**config.mk**
```make
export PLATFORM = sky130hd
export DESIGN_NAME = mops_data_generator
export DESIGN_NICKNAME = d
export VERILOG_FILES = /design/src/rtl/mops_data_generator.sv
export SDC_FILE = /design/constraint.sdc
export NUM_CORES = 1
export LEC_CHECK = 0
export CORE_MARGIN = 1.5
export CORE_UTILIZATION = 38
export CTS_CLUSTER_DIAMETER = 200
export DETAILED_ROUTE_END_ITERATION = 12
export GPL_ROUTABILITY_DRIVEN = 0
export GPL_TIMING_DRIVEN = 0
export PLACE_DENSITY = 0.86
export SLEW_MARGIN = 30
export SYNTH_ARGS = -nofsm -noshare
export SYNTH_HDL_FRONTEND = slang
export SYNTH_SLANG_ARGS = --single-unit
```
**constraint.sdc**
```tcl
create_clock -name clk -period 1.9 [get_ports clk]
set_input_delay 0.285 -clock clk [delete_from_list [all_inputs] [get_ports clk]]
set_output_delay 0.285 -clock clk [all_outputs]
set_load 0.05 [all_outputs]
```
**src/rtl/mops_data_generator.sv**
```systemverilog
// Bench-side MOPS/CAN traffic sequencer for the MOPSHUB hub: RX (SDO ADC reads) and TX (downlink routing) tests.
// Optional custom device-type read is compiled in with `define CUSTOM_MSG_EN.
module mops_data_generator #(
  parameter int ADC_FIRST    = 3,
  parameter int ADC_N        = 32,
  parameter int RESP_TIMEOUT = 4096
) (
  input  logic        clk,
  input  logic        rst,
  input  logic        start_data_gen,
  input  logic [4:0]  n_buses,
  input  logic        test_rx,
  input  logic        test_tx,
  input  logic        test_advanced,
  output logic [75:0] frame_out,
  output logic [4:0]  frame_bus,
  output logic        frame_valid,
  input  logic        frame_ack,
  input  logic        rec_valid,
  input  logic [4:0]  can_rec_select,
  input  logic [75:0] data_rec_uplink,
  input  logic        tra_valid,
  input  logic [4:0]  can_tra_select,
  input  logic [75:0] data_tra_downlink,
  output logic        test_rx_start,
  output logic        test_rx_end,
  output logic        test_tx_start,
  output logic        test_tx_end,
  output logic        costum_msg_end,
  output logic [7:0]  bus_id,
  output logic [5:0]  adc_ch,
  output logic [75:0] bus_dec_data,
  output logic [15:0] err_cnt
);

  localparam int              TW       = $clog2(RESP_TIMEOUT) + 1;
  localparam logic [5:0]      CH_FIRST = 6'(ADC_FIRST);
  localparam logic [5:0]      CH_LAST  = 6'(ADC_FIRST + ADC_N - 1);
  localparam logic [TW-1:0]   T_LAST   = TW'(RESP_TIMEOUT - 1);

  typedef enum logic [3:0] {
    IDLE, RX_ISSUE, RX_WAIT, RX_NEXT, TX_ISSUE, TX_WAIT, TX_NEXT
`ifdef CUSTOM_MSG_EN
    , CUS_ISSUE, CUS_WAIT
`endif
  } state_t;

  state_t        state;
  logic          armed;
  logic [4:0]    bus;
  logic [TW-1:0] timer;

  logic [75:0] rx_req, tx_req;
  logic        rx_hit, sdo_ack, rx_ok, tx_ok, timed_out;

  assign rx_req    = {11'h601, 1'b0, 8'h40, 8'h00, 8'h24, 2'b00, adc_ch, 32'h0};
  assign tx_req    = {11'h601, 1'b0, 8'h2F, 8'h00, 8'h24, 8'h00, 24'h0, 3'b000, bus};
  assign rx_hit    = rec_valid && (can_rec_select == bus);
  assign sdo_ack   = (data_rec_uplink[75:65] == 11'h581) && (data_rec_uplink[63:56] == 8'h43);
  assign rx_ok     = sdo_ack && (data_rec_uplink[55:32] == rx_req[55:32]);
  assign tx_ok     = (can_tra_select == bus) && (data_tra_downlink == frame_out);
  assign timed_out = (timer == T_LAST);
  assign bus_id    = {3'b000, bus};

`ifndef CUSTOM_MSG_EN
  logic unused_adv;
  assign unused_adv     = test_advanced;
  assign costum_msg_end = 1'b0;
`endif

  function automatic logic [15:0] sat_inc(input logic [15:0] v);
    return (v == 16'hFFFF) ? v : v + 16'd1;
  endfunction

  // Each issue state loads the frame once, then holds it until the ack is sampled.
  always_ff @(posedge clk or negedge rst) begin
    if (!rst) begin
      state         <= IDLE;
      armed         <= 1'b0;
      bus           <= '0;
      timer         <= '0;
      adc_ch        <= '0;
      frame_out     <= '0;
      frame_bus     <= '0;
      frame_valid   <= 1'b0;
      test_rx_start <= 1'b0;
      test_rx_end   <= 1'b0;
      test_tx_start <= 1'b0;
      test_tx_end   <= 1'b0;
      bus_dec_data  <= '0;
      err_cnt       <= '0;
`ifdef CUSTOM_MSG_EN
      costum_msg_end <= 1'b0;
`endif
    end else begin
      test_rx_start <= 1'b0;
      test_rx_end   <= 1'b0;
      test_tx_start <= 1'b0;
      test_tx_end   <= 1'b0;
`ifdef CUSTOM_MSG_EN
      costum_msg_end <= 1'b0;
`endif
      if (start_data_gen) armed <= 1'b1;
      case (state)
        IDLE: if (armed) begin
          bus    <= '0;
          adc_ch <= CH_FIRST;
          if (test_rx) begin
            test_rx_start <= 1'b1;
            state         <= RX_ISSUE;
          end else if (test_tx) begin
            test_tx_start <= 1'b1;
            state         <= TX_ISSUE;
          end
`ifdef CUSTOM_MSG_EN
          else if (test_advanced) state <= CUS_ISSUE;
`endif
        end
        RX_ISSUE: if (!frame_valid) begin
          frame_out   <= rx_req;
          frame_bus   <= bus;
          frame_valid <= 1'b1;
        end else if (frame_ack) begin
          frame_valid <= 1'b0;
          timer       <= '0;
          state       <= RX_WAIT;
        end
        RX_WAIT: if (rx_hit) begin
          bus_dec_data <= data_rec_uplink;
          if (!rx_ok) err_cnt <= sat_inc(err_cnt);
          state <= RX_NEXT;
        end else if (timed_out) begin
          err_cnt <= sat_inc(err_cnt);
          state   <= RX_NEXT;
        end else timer <= timer + TW'(1);
        RX_NEXT: if (adc_ch != CH_LAST) begin
          adc_ch <= adc_ch + 6'd1;
          state  <= RX_ISSUE;
        end else begin
          adc_ch <= CH_FIRST;
          if (bus == n_buses) begin
            test_rx_end <= 1'b1;
            state       <= IDLE;
          end else begin
            bus   <= bus + 5'd1;
            state <= RX_ISSUE;
          end
        end
        TX_ISSUE: if (!frame_valid) begin
          frame_out   <= tx_req;
          frame_bus   <= bus;
          frame_valid <= 1'b1;
        end else if (frame_ack) begin
          frame_valid <= 1'b0;
          timer       <= '0;
          state       <= TX_WAIT;
        end
        TX_WAIT: if (tra_valid) begin
          bus_dec_data <= data_tra_downlink;
          if (!tx_ok) err_cnt <= sat_inc(err_cnt);
          state <= TX_NEXT;
        end else if (timed_out) begin
          err_cnt <= sat_inc(err_cnt);
          state   <= TX_NEXT;
        end else timer <= timer + TW'(1);
        TX_NEXT: if (bus == n_buses) begin
          test_tx_end <= 1'b1;
          state       <= IDLE;
        end else begin
          bus   <= bus + 5'd1;
          state <= TX_ISSUE;
        end
`ifdef CUSTOM_MSG_EN
        CUS_ISSUE: if (!frame_valid) begin
          frame_out   <= {11'h601, 1'b0, 64'h4000_1000_0000_0000};
          frame_bus   <= bus;
          frame_valid <= 1'b1;
        end else if (frame_ack) begin
          frame_valid <= 1'b0;
          timer       <= '0;
          state       <= CUS_WAIT;
        end
        CUS_WAIT: if (rx_hit || timed_out) begin
          if (rx_hit) bus_dec_data <= data_rec_uplink;
          if (!rx_hit || !sdo_ack) err_cnt <= sat_inc(err_cnt);
          costum_msg_end <= 1'b1;
          state          <= IDLE;
        end else timer <= timer + TW'(1);
`endif
        default: state <= IDLE;
      endcase
    end
  end

endmodule

```
==> results.cfg <==
[run_status]
outcome = finished with violations
violations = setup timing

[drt]
wire_per_inst_um = 22.1
drc_errors = 0
drtPass1Iterations = 6
vias_per_cell = 5.41
drt_first_iter_violations = 475
wl_mm = 35.0
dr_total_vias = 8552
detail-route-antenna-nets = 0

[grt]
grt_max_degree = 79
grt_pass1_wl_mm = 49.6
grt_pass1_vias = 8624
grtUsageTotal_pct = 29.4
antenna_found_initial = 1
grt-ovfl-total = 0

[floorplanning]
ioPinCount = 369
core_area_um2 = 20900
die-area_um2 = 22000
die_x_um = 148
rows = 53
die_h_um = 148
initial_utilization_pct = 38.5

[power]
leakage_nw = 7.31
p_int_mw = 10.7
power.density_nw_per_um2 = 1440
pwr-share-clk_pct = 15.7
power.total_mw = 21.2
p_seq_share_pct = 24.4
power_frac_comb_pct = 59.9
power.switching_mw = 10.5
peakVddDrop_uv = 957
power.share.switching_pct = 49.4

[clock_network]
clk_latency_ns = 0.43
clock-root-buffer = clkbuf_16
clock_path_buffers = 2
cts.sinks = 144
htree_levels = 4
clk_pin_slew_worst_paths_ns = 0.07
cts_buffers = 17
cts_tree = yes

[logic_synthesis]
ys_seq_elements = 144
synth_edf_count = 0
synth.avg_cell_area_um2 = 9.48
yosysWarnings = 0
netlist_area_um2 = 8040
synthArstFlopShare_pct = 100
yosysSeqAreaShare_pct = 44.8
ys_types = 60
synth_flop_cell = dfrtp_1
synthCells = 848

[timing]
clock.fmax_mhz = 448
layout_setup_ws_ns = -0.332
worst_pin_slew_ns = 0.712
max-slew-margin-rel_pct = 52.5
setup_viol = 110
rsz0062_at_grt = yes
period_minus_slack_ns = 2.23
period_share_pct = 117
hold_violations = 0
finClkSkew_ns = 0.0193
slew_violations = 0

[setup_path]
reg2reg_to = err_cnt[3]
timing.rr.start = bus[2]
endpoint_kind = flip-flop
reg2reg_depth = 10
cp-start-kind = input port
endpoint = err_cnt[3]
startpoint = data_rec_uplink[46]
critPathRequiredTime_ns = 2.22
arrival_ns = 2.55
worstPathMaxFanout = 7
ff2ff_setup_slack_ns = -0.30
worstSetupPathType = in -> reg

[min_path]
hold_path_class = in -> reg

[placed_design]
io_buffers = 309
dp_hpwl_mm = 22.9

[layout]
fill_cells = 1381
area_growth_pct = 82.4
drive_above_1_share_pct = 34.8
finish.utilization_pct = 70.2
nNetsFinal = 1472

[job]
drv_cap = 0
## stage by stage
stage	std cells	area, um^2	hold WS, ns	TNS (ns)	setup slack [ns]
CTS	1568	13700	0.337	-10.23	-0.250
global placement	1489	11900	0.463	-809.82	-5.78
floorplan	905	8450	-0.0106	-2.42	-0.216
global route	1580	14700	0.277	-25.97	-0.368
finish	1580	14700	0.269	-21.74	-0.332
detailed placement	1490	11900	0.264	-51.55	-1.05
## how the worst min path moves through the flow
stage | from | endpoint | slack, ns | cells past startpoint
3_3_place_gp | bus_dec_data[4] | bus_dec_data[4] | 0.46 | 2
6_report | data_tra_downlink[23] | bus_dec_data[23] | 0.27 | 3
2_1_floorplan | rst | adc_ch[0] | -0.01 | 0
5_1_grt | data_rec_uplink[72] | bus_dec_data[72] | 0.28 | 3
4_1_cts | data_tra_downlink[24] | bus_dec_data[24] | 0.34 | 3
3_5_place_dp | rst | bus_dec_data[51] | 0.26 | 1
## area by class of cell
type	count	area, um^2	area share [%]
plain buffers	108	985	6.71
clock buffers	20	437	2.98
well taps	275	344	2.35
clock inverters	12	136	0.930
inverters	7	26.3	0.179
flip-flops and latches	144	3630	24.7
diodes	1	2.50	0.0171
multi-input cells	645	5240	35.7
repair buffers	368	3870	26.4
## sequential cells by signal (all words and copies together) (netlist names), 3 cells and up
signal,flops
adc_ch,6
bus,5
bus_dec_data,76
err_cnt,16
frame_bus,5
frame_out,14
state,3
timer,13
## cell usage in the layout (no fill, tap or decap), drive strengths merged, types with 14 or more instances in the layout
cell type	netlist	final
dfrtp	144	144
nor4	23	23
xor2	19	19
nand4	23	23
nor2	34	34
dlygate4sd2	0	75
xnor2	29	29
buf	87	146
nand3	14	14
mux2i	76	76
dlymetal6s2s	0	68
clkdlybuf4s50	0	154
clkbuf	22	44
nand2	130	130
o21ai	116	116
conb	1	58
## kinds of logic after synthesis
family | after synthesis | share of synthesized area, %
AOI/OAI and AO/OA | 159 | 11.2
xor gates and xnor gates | 48 | 5.23
adders and majority gates | 5 | 0.778
buffers and inverters | 116 | 8.93
DFF | 144 | 44.8
muxes | 87 | 11.0
other | 1 | 0.0466
and+or+nand+nor | 288 | 18.0
## cells in the mapped netlist, types with 4 or more instances
| cell | instances | share of area [%] |
|---|---|---|
| mux2_2 | 6 | 0.84 |
| nand3_1 | 14 | 0.87 |
| dfrtp_1 | 144 | 45 |
| xnor2_1 | 29 | 3.2 |
| mux2_1 | 5 | 0.70 |
| o21ai_0 | 116 | 7.2 |
| ha_1 | 5 | 0.78 |
| clkbuf_1 | 22 | 1.0 |
| a31oi_1 | 9 | 0.70 |
| mux2i_1 | 76 | 9.5 |
| a21oi_1 | 5 | 0.31 |
| buf_2 | 16 | 1.0 |
| a22oi_1 | 6 | 0.56 |
| nand2b_1 | 6 | 0.47 |
| nor2b_1 | 9 | 0.70 |
| o31ai_1 | 6 | 0.56 |
| nor4_1 | 21 | 1.6 |
| nand2_1 | 130 | 6.1 |
| nor3_1 | 9 | 0.56 |
| inv_1 | 7 | 0.33 |
| xor2_1 | 19 | 2.1 |
| nand4_1 | 22 | 1.7 |
| and3_1 | 12 | 0.93 |
| nor2_1 | 34 | 1.6 |
| buf_4 | 70 | 6.5 |
| nor4b_1 | 4 | 0.44 |
## power by group through the flow
| stage | clock (mW) | sequential [mW] | combinational [mW] |
|---|---|---|---|
| final | 3.33 | 5.17 | 12.7 |
| after global routing | 3.53 | 5.27 | 13.2 |
| after CTS | 3.36 | 4.93 | 11.6 |
| after detailed placement | 0 | 4.82 | 10.2 |
| after global placement | 0 | 4.78 | 10.0 |
| after floorplan | 0 | 7.81 | 3.59 |
## repair_timing
item	CTS	global route
buffers inserted	34	16
cloned	11	1
pin swaps	113	39
resized for setup	398	235
hold buffers	1	0
endpoints found under the hold margin	66	0
setup endpoints to repair	188	191
## per-layer routing
layer	global-route usage (%)	vias up	wire [um]
met5	0	-	0
met2	51.3	476	17600
met1	35.7	4190	13200
met3	5.89	112	2570
li1	-	3774	-
met4	11.6	0	1590
## worst max-delay path, stage by stage
cell and delay, ns:
clkdlybuf4s50_1 0.46, nor4b_1 0.37, nand4_1 0.27, nor2_1 0.33
nand3_2 0.15, nand4_4 0.13, buf_12 0.15, clkbuf_16 0.17
nor2_4 0.03, xor2_1 0.20
(Power assumes the default switching activity.)
